**src/rtl/program_mem_controller_if.sv**
```systemverilog
// Bundles the fetch-requester side and the external program-memory side of the
// read handshake, plus a per-channel FSM state tap for observation.
interface program_mem_controller_if #(
  parameter int ADDR_BITS     = 8,
  parameter int DATA_BITS     = 16,
  parameter int NUM_CONSUMERS = 4,
  parameter int NUM_CHANNELS  = 1
);
  // Handshake: a requester raises read_valid with a stable address and keeps
  // both until it sees read_ready==1 for exactly one cycle; data is valid in
  // that cycle and the requester may change address or drop valid at the same
  // edge. On the memory side the controller holds mem_read_valid/address
  // stable until mem_read_ready==1, then drops valid at the following edge.
  logic                 consumer_read_valid   [NUM_CONSUMERS];
  logic [ADDR_BITS-1:0] consumer_read_address [NUM_CONSUMERS];
  logic                 consumer_read_ready   [NUM_CONSUMERS];
  logic [DATA_BITS-1:0] consumer_read_data    [NUM_CONSUMERS];
  logic                 mem_read_valid        [NUM_CHANNELS];
  logic [ADDR_BITS-1:0] mem_read_address      [NUM_CHANNELS];
  logic                 mem_read_ready        [NUM_CHANNELS];
  logic [DATA_BITS-1:0] mem_read_data         [NUM_CHANNELS];
  logic [1:0]           chan_state            [NUM_CHANNELS];

  modport slave (
    input  consumer_read_valid,
    input  consumer_read_address,
    output consumer_read_ready,
    output consumer_read_data,
    output mem_read_valid,
    output mem_read_address,
    input  mem_read_ready,
    input  mem_read_data,
    output chan_state
  );

  modport master (
    output consumer_read_valid,
    output consumer_read_address,
    input  consumer_read_ready,
    input  consumer_read_data,
    input  mem_read_valid,
    input  mem_read_address,
    output mem_read_ready,
    output mem_read_data,
    input  chan_state
  );
endinterface

```
**src/rtl/program_mem_controller.sv**
```systemverilog
// Program-memory read responder: NUM_CONSUMERS fetch requesters share
// NUM_CHANNELS memory read channels, granted round-robin, one FSM per channel.
module program_mem_controller #(
  parameter int ADDR_BITS     = 8,
  parameter int DATA_BITS     = 16,
  parameter int NUM_CONSUMERS = 4,
  parameter int NUM_CHANNELS  = 1
) (
  input  logic                  clk,
  input  logic                  reset,
  program_mem_controller_if.slave bus
);

  localparam int CW = $clog2(NUM_CONSUMERS);

  typedef enum logic [1:0] {
    ST_IDLE    = 2'd0,
    ST_WAITING = 2'd1,
    ST_RELAY   = 2'd2
  } state_e;

  typedef logic [CW-1:0] cidx_t;

  state_e               state_q      [NUM_CHANNELS];
  state_e               state_d      [NUM_CHANNELS];
  cidx_t                owner_q      [NUM_CHANNELS];
  cidx_t                owner_d      [NUM_CHANNELS];
  logic                 mem_valid_q  [NUM_CHANNELS];
  logic                 mem_valid_d  [NUM_CHANNELS];
  logic [ADDR_BITS-1:0] mem_addr_q   [NUM_CHANNELS];
  logic [ADDR_BITS-1:0] mem_addr_d   [NUM_CHANNELS];
  logic                 cons_ready_q [NUM_CONSUMERS];
  logic                 cons_ready_d [NUM_CONSUMERS];
  logic [DATA_BITS-1:0] cons_data_q  [NUM_CONSUMERS];
  logic [DATA_BITS-1:0] cons_data_d  [NUM_CONSUMERS];
  cidx_t                rr_ptr_q;
  cidx_t                rr_ptr_d;

  // A consumer is unavailable while any channel owns it (WAITING or RELAY).
  logic busy [NUM_CONSUMERS];

  always_comb begin : busy_comb
    for (int c = 0; c < NUM_CONSUMERS; c++) begin
      busy[c] = 1'b0;
      for (int ch = 0; ch < NUM_CHANNELS; ch++) begin
        if (state_q[ch] != ST_IDLE && owner_q[ch] == cidx_t'(c)) busy[c] = 1'b1;
      end
    end
  end

  always_comb begin : next_state_comb
    logic  taken [NUM_CONSUMERS];
    logic  grant_seen;
    logic  pick_found;
    cidx_t pick_idx;
    cidx_t cand;

    grant_seen = 1'b0;
    pick_found = 1'b0;
    pick_idx   = '0;
    cand       = '0;
    rr_ptr_d   = rr_ptr_q;
    for (int c = 0; c < NUM_CONSUMERS; c++) begin
      taken[c]        = busy[c];
      cons_ready_d[c] = 1'b0;
      cons_data_d[c]  = cons_data_q[c];
    end
    for (int ch = 0; ch < NUM_CHANNELS; ch++) begin
      state_d[ch]     = state_q[ch];
      owner_d[ch]     = owner_q[ch];
      mem_valid_d[ch] = mem_valid_q[ch];
      mem_addr_d[ch]  = mem_addr_q[ch];
    end

    // Lower channel indices pick first; their picks are marked taken so a
    // consumer is never claimed twice in the same cycle.
    for (int ch = 0; ch < NUM_CHANNELS; ch++) begin
      case (state_q[ch])
        ST_IDLE: begin
          pick_found = 1'b0;
          pick_idx   = '0;
          for (int k = 0; k < NUM_CONSUMERS; k++) begin
            cand = rr_ptr_q + cidx_t'(k);
            if (!pick_found && bus.consumer_read_valid[cand] && !taken[cand]) begin
              pick_found = 1'b1;
              pick_idx   = cand;
            end
          end
          if (pick_found) begin
            taken[pick_idx] = 1'b1;
            owner_d[ch]     = pick_idx;
            mem_valid_d[ch] = 1'b1;
            mem_addr_d[ch]  = bus.consumer_read_address[pick_idx];
            state_d[ch]     = ST_WAITING;
            if (!grant_seen) begin
              grant_seen = 1'b1;
              rr_ptr_d   = pick_idx + cidx_t'(1);
            end
          end
        end
        ST_WAITING: begin
          if (bus.mem_read_ready[ch]) begin
            mem_valid_d[ch]            = 1'b0;
            cons_data_d[owner_q[ch]]   = bus.mem_read_data[ch];
            cons_ready_d[owner_q[ch]]  = 1'b1;
            state_d[ch]                = ST_RELAY;
          end
        end
        ST_RELAY: state_d[ch] = ST_IDLE;
        default:  state_d[ch] = ST_IDLE;
      endcase
    end
  end

  always_ff @(posedge clk) begin
    if (!reset) begin
      rr_ptr_q <= '0;
      for (int ch = 0; ch < NUM_CHANNELS; ch++) begin
        state_q[ch]     <= ST_IDLE;
        owner_q[ch]     <= '0;
        mem_valid_q[ch] <= 1'b0;
        mem_addr_q[ch]  <= '0;
      end
      for (int c = 0; c < NUM_CONSUMERS; c++) begin
        cons_ready_q[c] <= 1'b0;
        cons_data_q[c]  <= '0;
      end
    end else begin
      rr_ptr_q <= rr_ptr_d;
      for (int ch = 0; ch < NUM_CHANNELS; ch++) begin
        state_q[ch]     <= state_d[ch];
        owner_q[ch]     <= owner_d[ch];
        mem_valid_q[ch] <= mem_valid_d[ch];
        mem_addr_q[ch]  <= mem_addr_d[ch];
      end
      for (int c = 0; c < NUM_CONSUMERS; c++) begin
        cons_ready_q[c] <= cons_ready_d[c];
        cons_data_q[c]  <= cons_data_d[c];
      end
    end
  end

  for (genvar c = 0; c < NUM_CONSUMERS; c++) begin : g_cons_out
    assign bus.consumer_read_ready[c] = cons_ready_q[c];
    assign bus.consumer_read_data[c]  = cons_data_q[c];
  end

  for (genvar ch = 0; ch < NUM_CHANNELS; ch++) begin : g_chan_out
    assign bus.mem_read_valid[ch]   = mem_valid_q[ch];
    assign bus.mem_read_address[ch] = mem_addr_q[ch];
    assign bus.chan_state[ch]       = state_q[ch];
  end

endmodule

```
**src/flat_wrapper.sv**
```systemverilog
// flat-port wrapper written by rule: the top's interface ports become plain ports
module program_mem_controller_flat 
#(
  parameter int ADDR_BITS     = 8,
  parameter int DATA_BITS     = 16,
  parameter int NUM_CONSUMERS = 4,
  parameter int NUM_CHANNELS  = 1
)
  (clk, reset, bus_consumer_read_valid, bus_consumer_read_address, bus_consumer_read_ready, bus_consumer_read_data, bus_mem_read_valid, bus_mem_read_address, bus_mem_read_ready, bus_mem_read_data, bus_chan_state);
  program_mem_controller_if #(.ADDR_BITS(ADDR_BITS), .DATA_BITS(DATA_BITS), .NUM_CONSUMERS(NUM_CONSUMERS), .NUM_CHANNELS(NUM_CHANNELS)) bus_i ();
  input  logic clk;
  input  logic reset;
  input wire logic [$bits(bus_i.consumer_read_valid)-1:0] bus_consumer_read_valid;
  input wire logic [$bits(bus_i.consumer_read_address)-1:0] bus_consumer_read_address;
  output wire logic [$bits(bus_i.consumer_read_ready)-1:0] bus_consumer_read_ready;
  output wire logic [$bits(bus_i.consumer_read_data)-1:0] bus_consumer_read_data;
  output wire logic [$bits(bus_i.mem_read_valid)-1:0] bus_mem_read_valid;
  output wire logic [$bits(bus_i.mem_read_address)-1:0] bus_mem_read_address;
  input wire logic [$bits(bus_i.mem_read_ready)-1:0] bus_mem_read_ready;
  input wire logic [$bits(bus_i.mem_read_data)-1:0] bus_mem_read_data;
  output wire logic [$bits(bus_i.chan_state)-1:0] bus_chan_state;
  assign bus_i.consumer_read_valid = {>>{bus_consumer_read_valid}};
  assign bus_i.consumer_read_address = {>>{bus_consumer_read_address}};
  assign bus_consumer_read_ready = {>>{bus_i.consumer_read_ready}};
  assign bus_consumer_read_data = {>>{bus_i.consumer_read_data}};
  assign bus_mem_read_valid = {>>{bus_i.mem_read_valid}};
  assign bus_mem_read_address = {>>{bus_i.mem_read_address}};
  assign bus_i.mem_read_ready = {>>{bus_mem_read_ready}};
  assign bus_i.mem_read_data = {>>{bus_mem_read_data}};
  assign bus_chan_state = {>>{bus_i.chan_state}};
  program_mem_controller #(.ADDR_BITS(ADDR_BITS), .DATA_BITS(DATA_BITS), .NUM_CONSUMERS(NUM_CONSUMERS), .NUM_CHANNELS(NUM_CHANNELS)) u_core (.clk(clk), .reset(reset), .bus(bus_i));
endmodule
```
**config.mk**
```make
export PLATFORM = sky130hd
export DESIGN_NAME = program_mem_controller_flat
export DESIGN_NICKNAME = d
export VERILOG_FILES = /design/src/rtl/program_mem_controller_if.sv /design/src/rtl/program_mem_controller.sv /design/src/flat_wrapper.sv
export SDC_FILE = /design/constraint.sdc
export NUM_CORES = 1
export LEC_CHECK = 0
export ABC_AREA = 1
export CORE_AREA = 4 4 117 119
export DETAILED_ROUTE_END_ITERATION = 16
export DIE_AREA = 0 0 121 123
export PLACE_DENSITY_LB_ADDON = 0.05
export SYNTH_ARGS = -nofsm -noshare
export SYNTH_HDL_FRONTEND = slang
export SYNTH_SLANG_ARGS = --single-unit
```
**constraint.sdc**
```tcl
create_clock -name clk -period 1.7 [get_ports clk]
set_input_delay 0.255 -clock clk [delete_from_list [all_inputs] [get_ports clk]]
set_output_delay 0.255 -clock clk [all_outputs]
set_load 0.01 [all_outputs]
```
* Word level (Yosys, flattened, before mapping)
Memory sizes are Yosys's and may differ from the RTL's. Index checks and enable logic that the tools add are counted.
Storage, ports and cells: memories 6, latch bits 0, bits of input ports 55, logic and storage cells 144, memory bits (read-only) 0, memory bits (writable) 81, output and inout bits 79, flip-flop bits (word level) 2
Memories:
- u_core.cons_data_q | words 4, bits a word 16, read ports 4, clocked after memory_dff 0, write ports 4, RTL line program_mem_controller.sv:34 | logic [DATA_BITS-1:0] cons_data_q [NUM_CONSUMERS];
- u_core.mem_addr_q | words 1, bits a word 8, read ports 1, clocked after memory_dff 0, write ports 1, RTL line program_mem_controller.sv:30 | logic [ADDR_BITS-1:0] mem_addr_q [NUM_CHANNELS];
- u_core.cons_ready_q | words 4, bits a word 1, read ports 4, clocked after memory_dff 0, write ports 4, RTL line program_mem_controller.sv:32 | logic cons_ready_q [NUM_CONSUMERS];
- u_core.owner_q | words 1, bits a word 2, read ports 1, clocked after memory_dff 0, write ports 1, RTL line program_mem_controller.sv:26 | cidx_t owner_q [NUM_CHANNELS];
- u_core.state_q | words 1, bits a word 2, read ports 1, clocked after memory_dff 0, write ports 1, RTL line program_mem_controller.sv:24 | state_e state_q [NUM_CHANNELS];
- u_core.mem_valid_q | words 1, bits a word 1, read ports 1, clocked after memory_dff 0, write ports 1, RTL line program_mem_controller.sv:28 | logic mem_valid_q [NUM_CHANNELS];
Cells by class: div/mod/pow operators 0, magnitude comparators 7, shift-type cells 0, add/sub/neg operators 4, mux-type cells 81, bitwise gates (word level) 14, reductions and logical operators 27, multiply operators 0, equality and inequality tests 4
Operator list (count):
- 64-bit two-way mux | 2
- 16-bit two-way mux | 5
- 64-bit bitwise mux | 1
- 1-bit two-way mux | 42
- 8-bit two-way mux | 5
- 16-bit demux with 2-bit select | 1
- 2-bit two-way mux | 11
- 3-bit >= comparator, second input constant | 6
- 2-bit NOT with 3-bit output | 6
- 1-bit binary-select mux with 2-bit select | 8
- 8-bit binary-select mux with 2-bit select | 1
- 1-bit logical AND | 12
- 4-bit two-way mux | 2
- 1-bit OR | 8
- 8-bit OR reduction | 1
- 1-bit zero test | 7
- 2-bit by 1-bit adder with 2-bit output, second input constant | 2
- 2-bit adder, second input constant | 2
- 2-bit by 1-bit == test with 1-bit output, second input constant | 2
- 2-bit == test, second input constant | 2
- 2-bit zero test | 2
- 2-bit case mux with 2 select lines | 1
- 2-bit OR reduction | 2
- 3-bit by 1-bit less-than comparator with 1-bit output, second input constant | 1
- other kinds (5) | 5

* Longest topological paths before layout
Gate-level depths: netlist of run 1.
word-level depth 32, gate-level depth with buffers 17, mapped depth without buffers 16

* Worst setup path after synthesis of run 1
Ideal clock, no wire load.
kind reg2reg, start mem u_core.state_q[0][1] in the netlist's numbering, end mem u_core.mem_addr_q[0][0], data required time 1.591 ns, buffers on the path 1, cell stages (with the launch flop) 15, library setup time 0.109 ns, clock period less this slack 1.805 ns, slack -0.105 ns, data arrival time 1.696 ns, cell sequence dfxtp_1 -> inv_1 -> nand2_1 -> nand3_1 -> nand3_2 -> nand2_2 -> a21oi_1 -> nand2_4 -> nand2_4 -> buf_12 -> nand2_2 -> nand3_1 -> nand3_1 -> nand2_1 -> inv_1
RTL lines (RTL line):
- start: declaration | program_mem_controller.sv:24
- end: declaration | program_mem_controller.sv:30

==> results by group, run 1 <==
Run status
  • Status: finished, violations left
  • Failing checks: negative setup slack

Synth
  • Distinct cells, synth: 25
  • Avg Cell Area, Syn: a little under 7 sq um
  • Post-synth top area share: between 40% and 50%
  • Sequential cell area fraction in the yosys report: ~45%
  • Syn Nets: roughly 600
  • Post-synthesis xor/xnor area fraction: 0%
  • Yosys Warn Count: 0
  • Synth Area in Compound Gates: a little over a tenth
  • Leading area contributor after synthesis: dfxtp_1
  • Post-synthesis mux area share: 0%
  • Largest family of logic cells by synthesized area: simple AND/OR/NAND/NOR gates
  • Post-Synth Simple-Gate Area: approximately a third
  • Area of the mapped netlist: approximately 0.0037 sq mm
  • Adder-cell share of the synthesized area: 0%
  • FF+latch count, synth: 83
  • Cells after Synth: 544
  • Main area contributors after synthesis: dfxtp_1 (45%), nor2_1 (16%), o21ai_0 (8.7%)

Hold path
  • Worst Hold Class: in -> reg
  • Hold Crit Depth: 3
  • Hold path startpoint: reset
  • Hold endpoint: u_core.rr_ptr_q[1]$_SDFFE_PN0P_

STA
  • Fin. Hold Viols: 0
  • Final Cycle Share: 113%
  • F_max: approximately 520 MHz
  • Max transition margin: 84.5%
  • Worst clock skew: about 0.0061 ns
  • Worst setup slack after layout: -0.220 ns
  • Minimum clock period: slightly below 2 ns
  • Max-slew violation count: 0
  • Setup violators final: 11
  • Tightest Pin Transition: around 0.23 ns
  • RSZ-0062 raised after global routing: true

Layout
  • Final core occ: 50.2%
  • # diodes: 0
  • Post-Layout Cell Count: between 800 and 900
  • Area Growth Syn to Fin: 69.4%
  • Share of layout cells above drive strength 1: 24.5%
  • FILL cells: 1250
  • Final instance area: between 0.006 and 0.007 sq mm
  • Final nets: 769

Power
  • VDD IR max: roughly 0.84 mV
  • PwrDens: around 1600 mW/mm^2
  • Leakage: between 2 and 3 nW
  • Pwr Total: 9.78 mW

Routing
  • DR WL met3: 592 microns
  • Drt pass-1 iters: 4
  • DRC Markers: 0
  • Top layer in use: met4
  • Vias per cell: 4.41
  • Drt wl/cell: between 10 and 15 microns
  • Vias post-DR: approximately 3.9k
  • Metal2 WL: around 5.6 mm
  • Routed WL: 11.7 mm
  • First DRT Iteration DRCs: ~160
  • Metal1 wirelength: ~5.3 mm
  • Post-DRT Antenna Nets: 0

Clocking
  • Deepest clock path buffer count: 2
  • CTS tree: yes
  • Clock Root Buffer: clkbuf_16
  • Num CTS Buffers: 9
  • H-tree depth: 3
  • CTS Hold Buffers Added: 0
  • Clock Latency Late Sink: approximately 0.33 ns
  • Clock transition at path regs: approximately 0.060 ns
  • CTS sink cnt: 83

Worst setup path
  • Worst path required time: 1.93 ns
  • R2R depth: 16
  • Worst r2r src: u_core.owner_q[0][1]$_SDFFE_PN0P_
  • CP Launch Type: flip-flop
  • Critical path capture point type: flip-flop
  • Worst Path Arrival: approximately 2.2 ns
  • FF-to-FF setup slack: -0.22 ns
  • CP Class: reg -> reg
  • Worst Path Max Fanout: 8
  • RR Endpoint: u_core.mem_addr_q[0][4]$_SDFFE_PN0P_

Floorplan
  • Core ar.: between 0.01 and 0.015 sq mm
  • Die X: 121 microns
  • Die area: around 0.015 sq mm
  • Row count: slightly above 40
  • Initial Utilization: around 30%
  • DIE HEIGHT: between 100 and 150 microns
  • IO Count: 134

GRT
  • Total Routing Usage GR: 15.7%
  • Global-route wire length before repair: between 15 and 20 mm
  • Antenna violations before repair: 0
  • Vias in the first global route: around 3.9k
  • Gr ovfl total: 0
  • Largest net degree at the start of global routing: 65

Placed design
  • Buffers on Ports: 133
  • Inst Count DP: between 800 and 900
  • Placer Congestion: about 0.76
  • Cell Area, Placed: ~0.0055 sq mm
  • Post-DP HPWL: ~8.5 mm

Run
  • Total of max-cap violations: 0
-- final cells by class --
| type | instances | area, sq um | area share, % |
|---|---|---|---|
| inverter | 63 | 246 | 3.91 |
| multi-input combinational | 373 | 2010 | 31.9 |
| sequential | 83 | 1680 | 26.7 |
| timing repair buffer | 184 | 1840 | 29.2 |
| clock inverter | 6 | 62.6 | 0.991 |
| clock buffer | 10 | 250 | 3.97 |
| tap | 172 | 215 | 3.41 |
-- worst max-delay path, stage by stage, from the launching register on --
cell and delay, ns:
dfxtp_4 0.41, inv_4 0.05, nor2_4 0.14, nand2_2 0.07, nand2_2 0.07, nand2_2 0.06
nand2_2 0.08, nand2_2 0.07, nor2_4 0.12, nand3_2 0.11, nand2_4 0.15, clkbuf_16 0.18
nand3_1 0.07, nand3_1 0.07, nand3_1 0.08, nand2_1 0.06, inv_1 0.03
-- how the worst max path moves through the flow --
| stage | start | to |
|---|---|---|
| after floorplan | u_core.owner_q[0][1]$_SDFFE_PN0P_ | u_core.mem_addr_q[0][5]$_SDFFE_PN0P_ |
| after global placement | bus_consumer_read_valid[0] | u_core.mem_addr_q[0][1]$_SDFFE_PN0P_ |
| after detailed placement | bus_consumer_read_valid[0] | u_core.mem_addr_q[0][7]$_SDFFE_PN0P_ |
| after CTS | u_core.owner_q[0][0]$_SDFFE_PN0P_ | u_core.mem_addr_q[0][4]$_SDFFE_PN0P_ |
| after global routing | u_core.owner_q[0][1]$_SDFFE_PN0P_ | u_core.mem_addr_q[0][5]$_SDFFE_PN0P_ |
| final | u_core.owner_q[0][1]$_SDFFE_PN0P_ | u_core.mem_addr_q[0][4]$_SDFFE_PN0P_ |
-- synthesized netlist by cell type, drive strengths merged --
cell and instances:
clkinv 3, dfxtp 83, inv 60, nand4 2, nand3b 1, nand3 53, buf 10, o21ai 66
a21oi 7, nand2 75, nor2 166, a211oi 1, clkbuf 16, o21bai 1
-- repair_timing --
| item | CTS | global route |
|---|---|---|
| buffers inserted | 11 | 3 |
| gates resized for setup | 29 | 57 |
| pin swaps | 8 | 34 |
| cloned | 1 | 1 |
| endpoints found under the setup margin | 13 | 22 |
-- cell families (layout without fill, tap and decap cells) --
family,count (synthesis),in the layout
AND/OR/NAND/NOR,297,298
buffers and inverters,89,263
flip-flops,83,83
AO/OA/AOI/OAI,75,75
-- placed cells by master (no fill, tap or decap), types with 2 or more instances in the layout --
cell / instances
o21ai_1: 7
nand3_4: 3
nand2_1: 43
inv_4: 2
a21oi_1: 5
buf_4: 40
clkinv_1: 3
nand2_2: 25
nand3_1: 12
o21ai_0: 58
nand3_2: 38
clkdlybuf4s50_1: 132
nand2_4: 7
clkbuf_16: 11
a21oi_2: 2
inv_1: 49
inv_2: 8
nor2_1: 153
nand4_1: 2
nor2_4: 6
nor2_2: 7
dfxtp_1: 77
dfxtp_4: 5
clkinv_4: 2
buf_12: 9
clkinv_2: 3
-- per-stage QoR --
step                      TNS [ns]  setup WS [ns]  hold WS, ns
after CTS                    -1.09         -0.122        0.215
after detailed placement     -5.62         -0.484        0.469
after global routing         -3.90         -0.371        0.238
after floorplan            -0.0183       -0.00913        0.390
after global placement       -4.64         -0.401        0.462
final                        -1.81         -0.220        0.229
-- flip-flops by register name, indices dropped and copies added, names as in the netlist --
| signal | count |
|---|---|
| u_core.mem_addr_q | 8 |
| u_core.owner_q | 2 |
| u_core.state_q | 2 |
| u_core.mem_valid_q | 1 |
| u_core.cons_data_q | 64 |
| u_core.rr_ptr_q | 2 |
| u_core.cons_ready_q | 4 |
-- metal layers --
metal / up-vias / global-route usage [%]
met1: 1757 / 19.9
met5: - / 0
met3: 16 / 2.20
li1: 2044 / -
met2: 108 / 26.5
met4: 0 / 7.08
-- report_power, final --
group | leakage [nW] | internal, mW | total [mW] | switching (mW)
registers | 0.678 | 2.26 | 2.49 | 0.224
clock network | 0.157 | 1.22 | 2.01 | 0.785
logic | 1.91 | 2.49 | 5.29 | 2.80
total | 2.74 | 5.97 | 9.78 | 3.81
Power figures use the tool's default switching activity.
==> run 2: changes to the inputs <==
==> constraint.sdc (replaced) <==
create_clock -name clk -period 1.7 [get_ports clk]
set_input_delay 0.17 -clock clk [delete_from_list [all_inputs] [get_ports clk]]
set_output_delay 0.17 -clock clk [all_outputs]
set_load 0.01 [all_outputs]
==> run 2 against run 1 <==
Net effect:
- the run still ends with negative setup slack left
- routed wire length rose by 0.26%
- clock skew rose by 0.0012 ns
- global-route usage rose by 0.18 points
- sequential cell count did not move
- register-to-register slack got worse by 0.04 ns
- final area fell by 2.1%
- critical path type unchanged
==> results by group, run 2 (synthesized netlist as in run 1, its figures left out) <==
Worst setup path
  • CP Cell Sequence: inv_4 -> nor2_4 -> nand2_2 -> nand2_2 -> nand2_4 -> nand2_2 -> nand2_2 -> nor2_4 -> nand4_1 -> nand2_4 -> nand2_1 -> o21ai_1 -> a21oi_1 (was inv_4 -> nor2_4 -> nand2_2 -> nand2_2 -> nand2_2 -> nand2_2 -> nand2_2 -> nor2_4 -> nand3_2 -> nand2_4 -> clkbuf_16 -> nand3_1 -> nand3_1 -> nand3_1 -> nand2_1 -> inv_1)
  • Most used cell, CP: nand2_2 (unchanged)
  • Worst Path Arrival: 2.18 ns (was 2.15 ns)
  • Number of buffer and inverter stages on the critical path: 1 (was 3)
  • Slowest-stage cell, CP: dfxtp_4 (unchanged)
  • Crit. Startpoint: u_core.owner_q[0][0]$_SDFFE_PN0P_ (was u_core.owner_q[0][1]$_SDFFE_PN0P_)
  • Worst Path Max Fanout: 5 (was 8)
  • Worst r2r src: u_core.owner_q[0][0]$_SDFFE_PN0P_ (was u_core.owner_q[0][1]$_SDFFE_PN0P_)
  • CP Class: reg -> reg (unchanged)
  • CP Launch Type: flip-flop (unchanged)
  • Delay-heaviest family, CP: simple AND/OR/NAND/NOR gates (unchanged)
  • Critical path capture point type: flip-flop (unchanged)
  • Max stage delay on crit path: 0.41 ns (about the same)
  • Worst path required time: 1.92 ns (was 1.93 ns)

Layout
  • Share of layout cells above drive strength 1: 20.4% (was 24.5%)
  • Final nets: 765 (was 769)
  • # diodes: 0 (unchanged)
  • Most frequent cells in the layout: nor2_1 (157), clkdlybuf4s50_1 (132), dfxtp_1 (77) (was nor2_1 (153), clkdlybuf4s50_1 (132), dfxtp_1 (77))
  • Final core occ: 49.1% (was 50.2%)
  • Largest Register: u_core.cons_data_q (unchanged)
  • FILL cells: 1249 (was 1250)
  • Largest registers: u_core.cons_data_q: 64 flops, u_core.mem_addr_q: 8 flops, u_core.cons_ready_q: 4 flops (unchanged)
  • Post-Layout Cell Count: 887 (was 891)
  • Largest register FFs: 64 (unchanged)
  • Final instance area: 0.00617 sq mm (was 0.00631 sq mm)
  • Commonest non-fill, non-tap cell in the layout: nor2_1 (unchanged)
  • Area Growth Syn to Fin: 65.8% (was 69.4%)

Clocking
  • Deepest clock path buffer count: 2 (unchanged)
  • CTS Hold Buffers Added: 0 (unchanged)
  • H-tree depth: 3 (unchanged)
  • CTS tree: yes (unchanged)
  • CTS sink cnt: 83 (unchanged)
  • Num CTS Buffers: 9 (unchanged)
  • Clock transition at path regs: 0.06 ns (about the same)
  • Clock Latency Late Sink: 0.34 ns (was 0.33 ns)
  • Clock Root Buffer: clkbuf_16 (unchanged)

STA
  • Final Cycle Share: 115% (was 113%)
  • Max transition margin: 61.9% (was 84.5%)
  • Fin. Hold Viols: 0 (unchanged)
  • Post-route setup TNS: -2.61 ns (was -1.81 ns)
  • Setup violators final: 12 (was 11)
  • Minimum clock period: 1.96 ns (was 1.92 ns)
  • Max-slew violation count: 0 (unchanged)
  • Hold slack: 0.377 ns (was 0.229 ns)
  • F_max: 511 MHz (was 521 MHz)
  • Worst setup slack after layout: -0.258 ns (was -0.220 ns)
  • Worst clock skew: 0.00730 ns (was 0.00612 ns)
  • RSZ-0062 raised after global routing: true (unchanged)
  • Tightest Pin Transition: 0.567 ns (was 0.233 ns)

Routing
  • Post-DRT Antenna Nets: 0 (unchanged)
  • Vias post-DR: 3887 (was 3925)
  • DRC Markers: 0 (unchanged)
  • Routed WL: 11.8 mm (was 11.7 mm)
  • Drt pass-1 iters: 4 (unchanged)
  • First DRT Iteration DRCs: 196 (was 158)
  • Vias per cell: 4.38 (was 4.41)
  • Drt wl/cell: 13.3 microns (was 13.2 microns)

Placed design
  • Placer Congestion: 0.764 (was 0.758)
  • Cell Area, Placed: 0.00551 sq mm (was 0.00555 sq mm)
  • Post-DP HPWL: 8.39 mm (was 8.50 mm)
  • Buffers on Ports: 133 (unchanged)
  • Pre-CTS WS: -0.382 ns (was -0.484 ns)
  • Inst Count DP: 856 (was 859)

Power
  • PwrDens: 1570 mW/mm^2 (was 1550 mW/mm^2)
  • VDD IR max: 0.870 mV (was 0.840 mV)
  • Pwr Total: 9.71 mW (was 9.78 mW)
  • Leakage: 2.69 nW (was 2.74 nW)

GRT
  • Vias in the first global route: 3758 (was 3903)
  • Total Routing Usage GR: 15.9% (was 15.7%)
  • Gr ovfl total: 0 (unchanged)
  • Global-route wire length before repair: 18.8 mm (about the same)
  • Largest net degree at the start of global routing: 66 (was 65)
  • Antenna violations before repair: 0 (unchanged)

Hold path
  • Hold path startpoint: reset (unchanged)
  • Worst Hold Class: in -> reg (unchanged)

Floorplan
  • Initial Utilization: 29.6% (unchanged)
  • Die X: 121 microns (unchanged)
  • Die area: 0.0149 sq mm (unchanged)
  • IO Count: 134 (unchanged)
  • DIE HEIGHT: 123 microns (unchanged)
  • Core ar.: 0.0126 sq mm (unchanged)
  • Row count: 41 (unchanged)

Run status
  • Status: finished, violations left (unchanged)
  • Failing checks: negative setup slack (unchanged)

Run
  • Total of max-cap violations: 0 (unchanged)
-- run 2: cell types whose count changed in the layout (fill, tap and decap cells not counted), moves of 3 or more --
cell / delta
buf_4: -6
nand2_2: -3
nor2_1: +4
o21ai_0: +4
nor2_2: -3
nand3_2: -18
o21ai_1: -4
nand3_1: +20
nand2_1: +3
-- run 2: worst reg2reg max path: cells and delay by family (launching register included) --
kind	cells	cell delay [ns]
compound gates	2	0.18
buf+inv	1	0.04
flops	1	0.41
simple gates	10	1.23
-- run 2: cell type report --
type / count / area [sq um] / area share [%]
Multi-Input combinational cell: 374 / 1890 / 30.7
Tap cell: 172 / 215 / 3.49
Clock inverter: 4 / 31.3 / 0.507
Clock buffer: 12 / 278 / 4.50
Timing Repair Buffer: 179 / 1820 / 29.5
Inverter: 63 / 251 / 4.07
Sequential cell: 83 / 1680 / 27.2
-- run 2: layer usage --
metal | global-route usage, % | up-vias | part of all wire (%)
met2 | 27.1 | 114 | 49
met5 | 0 | - | 0
li1 | - | 2030 | -
met4 | 6.30 | 0 | 1.5
met1 | 19.4 | 1733 | 44
met3 | 3.61 | 10 | 5.9
-- run 2: final timing paths --
path                                        to  slack [ns]  depth (start not counted)
max            u_core.rr_ptr_q[1]$_SDFFE_PN0P_       -0.26                         13
min          u_core.state_q[0][0]$_SDFFE_PN0P_        0.38                          3
max reg2reg    u_core.rr_ptr_q[1]$_SDFFE_PN0P_       -0.26                         13
min reg2reg      u_core.mem_valid_q[0]$_DFF_P_        0.47                          2
-- run 2: repair_timing --
action,CTS,global route
gates cloned,3,0
endpoints found under the setup margin,13,23
resized for setup,28,30
buffers inserted,8,4
pin swaps,14,16
-- run 2: power by group --
group | internal (mW) | total [mW] | switching (mW)
clock | 1.16 | 1.95 | 0.788
sequential | 2.26 | 2.49 | 0.223
combinational | 2.52 | 5.27 | 2.75
total | 5.95 | 9.71 | 3.76
==> run 3: changes to the inputs <==
- ABC_AREA: 1 -> 0
- CAP_MARGIN: unset -> 20
- CORE_AREA: 4 4 117 119 -> 4 4 116 118
- CTS_BUF_LIST: unset -> sky130_fd_sc_hd__clkbuf_4 sky130_fd_sc_hd__clkbuf_8
- DIE_AREA: 0 0 121 123 -> 0 0 120 122
==> run 3 against run 2 <==
Net effect:
- the flow still finishes with violations (negative setup slack)
- combinational power is 19% lower
- non-clock buffer count grew 24
- setup slack got worse by 0.42 ns
- core utilization fell by 0.54 points
- routed wire length increased by 13%
- clock skew barely moved
- global-route usage increased by 1.7 points
- clock-buffer cell count decreased by 1
- die area down 1.6%
- power is 16% lower
- final area decreased by 1.9%
- synthesized cell count decreased by 14%
- critical path type unchanged
- largest cell class unchanged
- largest power group unchanged
==> results by group, run 3 <==
Hold path
  • Worst Hold Class: reg -> reg (was in -> reg)

GRT
  • Vias in the first global route: 3847 (was 3758)
  • Gr ovfl total: 0 (unchanged)
  • Antenna violations before repair: 0 (unchanged)
  • Global-route wire length before repair: 20.4 mm (was 18.8 mm)
  • Total Routing Usage GR: 17.6% (was 15.9%)
  • Largest net degree at the start of global routing: 69 (was 66)

Synth
  • FF+latch count, synth: 83 (unchanged)
  • Leading area contributor after synthesis: dfxtp_1 (unchanged)
  • Cells after Synth: 470 (was 544)
  • Syn Nets: 525 (was 599)
  • Avg Cell Area, Syn: 7.84 sq um (was 6.85 sq um)
  • Main area contributors after synthesis: dfxtp_1 (45%), nand2_1 (14%), a21oi_1 (11%) (was dfxtp_1 (45%), nor2_1 (16%), o21ai_0 (8.7%))
  • Ys flop type: dfxtp_1 (unchanged)
  • Distinct cells, synth: 49 (was 25)
  • Area of the mapped netlist: 0.00369 sq mm (was 0.00372 sq mm)
  • Top cells by count, synth: nand2_1 (134), dfxtp_1 (83), a21oi_1 (78) (was nor2_1 (162), dfxtp_1 (83), o21ai_0 (65))
  • Post-synth ARST share: 0% (unchanged)
  • EDFF count, synth: 0 (unchanged)
  • Yosys Warn Count: 0 (unchanged)
  • Most common cell in the synthesized netlist: nand2_1 (was nor2_1)
  • Post-synth top area share: 45.1% (was 44.6%)
  • Sequential cell area fraction in the yosys report: 45.1% (was 44.6%)

Worst setup path
  • CP Cell Sequence: mux2_4 -> o311a_1 -> or2_4 -> or4b_4 -> a31oi_4 -> buf_6 -> o221ai_2 -> o311ai_1 (was inv_4 -> nor2_4 -> nand2_2 -> nand2_2 -> nand2_4 -> nand2_2 -> nand2_2 -> nor2_4 -> nand4_1 -> nand2_4 -> nand2_1 -> o21ai_1 -> a21oi_1)
  • Delay-heaviest family, CP: simple AND/OR/NAND/NOR gates (unchanged)
  • Worst path required time: 1.95 ns (was 1.92 ns)
  • Max stage delay on crit path: 0.50 ns (was 0.41 ns)
  • CP Launch Type: flip-flop (unchanged)
  • CP Class: reg -> reg (unchanged)
  • Critical path capture point type: flip-flop (unchanged)
  • Slowest-stage cell, CP: or4b_4 (was dfxtp_4)
  • Number of buffer and inverter stages on the critical path: 1 (unchanged)
  • Worst Path Arrival: 2.62 ns (was 2.18 ns)
  • Worst Path Max Fanout: 7 (was 5)

Routing
  • Routed WL: 13.3 mm (was 11.8 mm)
  • Drt pass-1 iters: 4 (unchanged)
  • Vias per cell: 4.82 (was 4.38)
  • First DRT Iteration DRCs: 146 (was 196)
  • Drt wl/cell: 16.1 microns (was 13.3 microns)
  • DRC Markers: 0 (unchanged)
  • Vias post-DR: 3980 (was 3887)
  • Post-DRT Antenna Nets: 0 (unchanged)

Clocking
  • CTS Hold Buffers Added: 0 (unchanged)
  • Clock transition at path regs: 0.08 ns (was 0.06 ns)
  • CTS sink cnt: 83 (unchanged)
  • H-tree depth: 3 (unchanged)
  • Clock Latency Late Sink: 0.35 ns (was 0.34 ns)
  • Num CTS Buffers: 9 (unchanged)
  • Clock Root Buffer: clkbuf_8 (was clkbuf_16)
  • CTS tree: yes (unchanged)
  • Deepest clock path buffer count: 2 (unchanged)

Power
  • Leakage: 2.12 nW (was 2.69 nW)
  • PwrDens: 1340 mW/mm^2 (was 1570 mW/mm^2)
  • VDD IR max: 0.558 mV (was 0.870 mV)

STA
  • Post-route setup TNS: -8.35 ns (was -2.61 ns)
  • F_max: 421 MHz (was 511 MHz)
  • Hold slack: 0.457 ns (was 0.377 ns)
  • Final Cycle Share: 140% (was 115%)
  • Fin. Hold Viols: 0 (unchanged)
  • RSZ-0062 raised after global routing: true (unchanged)
  • Worst clock skew: 0.00767 ns (was 0.00730 ns)
  • Max-slew violation count: 0 (unchanged)
  • Max transition margin: 66.9% (was 61.9%)
  • Worst setup slack after layout: -0.673 ns (was -0.258 ns)
  • Minimum clock period: 2.37 ns (was 1.96 ns)
  • Tightest Pin Transition: 0.489 ns (was 0.567 ns)
  • Setup violators final: 14 (was 12)

Placed design
  • Post-DP HPWL: 9.72 mm (was 8.39 mm)
  • Cell Area, Placed: 0.00567 sq mm (was 0.00551 sq mm)
  • Placer Congestion: 0.788 (was 0.764)
  • Buffers on Ports: 133 (unchanged)
  • Pre-CTS WS: -0.867 ns (was -0.382 ns)

Layout
  • Commonest non-fill, non-tap cell in the layout: nand2_1 (was nor2_1)
  • Final instance area: 0.00606 sq mm (was 0.00617 sq mm)
  • Most frequent cells in the layout: nand2_1 (134), clkdlybuf4s50_1 (133), dfxtp_1 (77) (was nor2_1 (157), clkdlybuf4s50_1 (132), dfxtp_1 (77))
  • Share of layout cells above drive strength 1: 20.2% (was 20.4%)
  • Largest register FFs: 64 (unchanged)
  • Largest Register: u_core.cons_data_q (unchanged)
  • # diodes: 0 (unchanged)
  • Area Growth Syn to Fin: 64.3% (was 65.8%)
  • Largest registers: u_core.cons_data_q: 64 flops, u_core.mem_addr_q: 8 flops, u_core.cons_ready_q: 4 flops (unchanged)
  • Final nets: 705 (was 765)

Floorplan
  • Die X: 120 microns (was 121 microns)
  • DIE HEIGHT: 122 microns (was 123 microns)
  • Core ar.: 0.0125 sq mm (was 0.0126 sq mm)
  • Initial Utilization: 29.6% (about the same)
  • IO Count: 134 (unchanged)
  • Die area: 0.0146 sq mm (was 0.0149 sq mm)
  • Row count: 41 (unchanged)

Run status
  • Failing checks: negative setup slack (unchanged)
  • Status: finished, violations left (unchanged)

Run
  • Total of max-cap violations: 0 (unchanged)
==> run 3: timing repair <==
action / 4_1_cts / 5_1_grt
gates resized for setup: 24 / 14
pin swaps: 5 / 2
setup endpoints to repair: 14 / 20
gates cloned: 2 / 1
setup buffers: 1 / 1
==> run 3: report_power, final <==
part | internal [mW] | leakage [nW] | switching (mW)
sequential | 2.17 | 0.675 | 0.224
combinational | 2.06 | 1.34 | 2.19
clock | 0.749 | 0.0974 | 0.709
==> run 3: kinds of logic after synthesis <==
kind of cell    count (synthesis)  synth area share [%]
buf+inv                        41                  5.23
mux                            12                  3.33
flops                          83                  45.1
compound gates                140                  24.0
simple gates                  192                  21.9
xor+xnor                        2                 0.475
==> run 3: worst paths after layout <==
kind,from,to,slack [ns],cells past startpoint
setup / recovery,u_core.rr_ptr_q[1]$_SDFFE_PN0P_,u_core.mem_addr_q[0][0]$_SDFFE_PN0P_,-0.67,8
hold / removal,u_core.cons_data_q[0][9]$_SDFFE_PN0P_,u_core.cons_data_q[0][9]$_SDFFE_PN0P_,0.46,2
setup reg to reg,u_core.rr_ptr_q[1]$_SDFFE_PN0P_,u_core.mem_addr_q[0][0]$_SDFFE_PN0P_,-0.67,8
hold reg to reg,u_core.cons_data_q[0][9]$_SDFFE_PN0P_,u_core.cons_data_q[0][9]$_SDFFE_PN0P_,0.46,2
==> run 3: area by class of cell <==
class	instances	area [sq um]
clock buffer	11	151
timing repair buffer	203	1900
inverter	6	22.5
sequential	83	1670
clock inverter	4	50.0
tap	172	215
multi-input combinational	347	2040
fill	1230	6410
==> run 3: tightest hold or removal path, delay by kind of cell (launching register included) <==
kind             cells  cell delay [ns]
flip-flops           1             0.32
AND/OR/NAND/NOR      1             0.05
AO/OA/AOI/OAI        1             0.05
==> run 3: per-stage QoR <==
step                cells  power (mW)  util [%]
floorplan             470        4.57         -
global placement      806        6.23      45.5
detailed placement    806        6.26      45.5
CTS                   824        8.04      48.1
global route          826        8.55      48.6
finish                826        8.11      48.6
==> run 3: routing by layer <==
| metal | part of all wire [%] | vias to the layer above | track usage [%] |
|---|---|---|---|
| met1 | 43 | 1878 | 21.4 |
| met3 | 5.6 | 6 | 4.97 |
| met2 | 50 | 89 | 30.5 |
| met5 | 0 | - | 0 |
| met4 | 0.65 | 0 | 4.72 |
| li1 | - | 2007 | - |
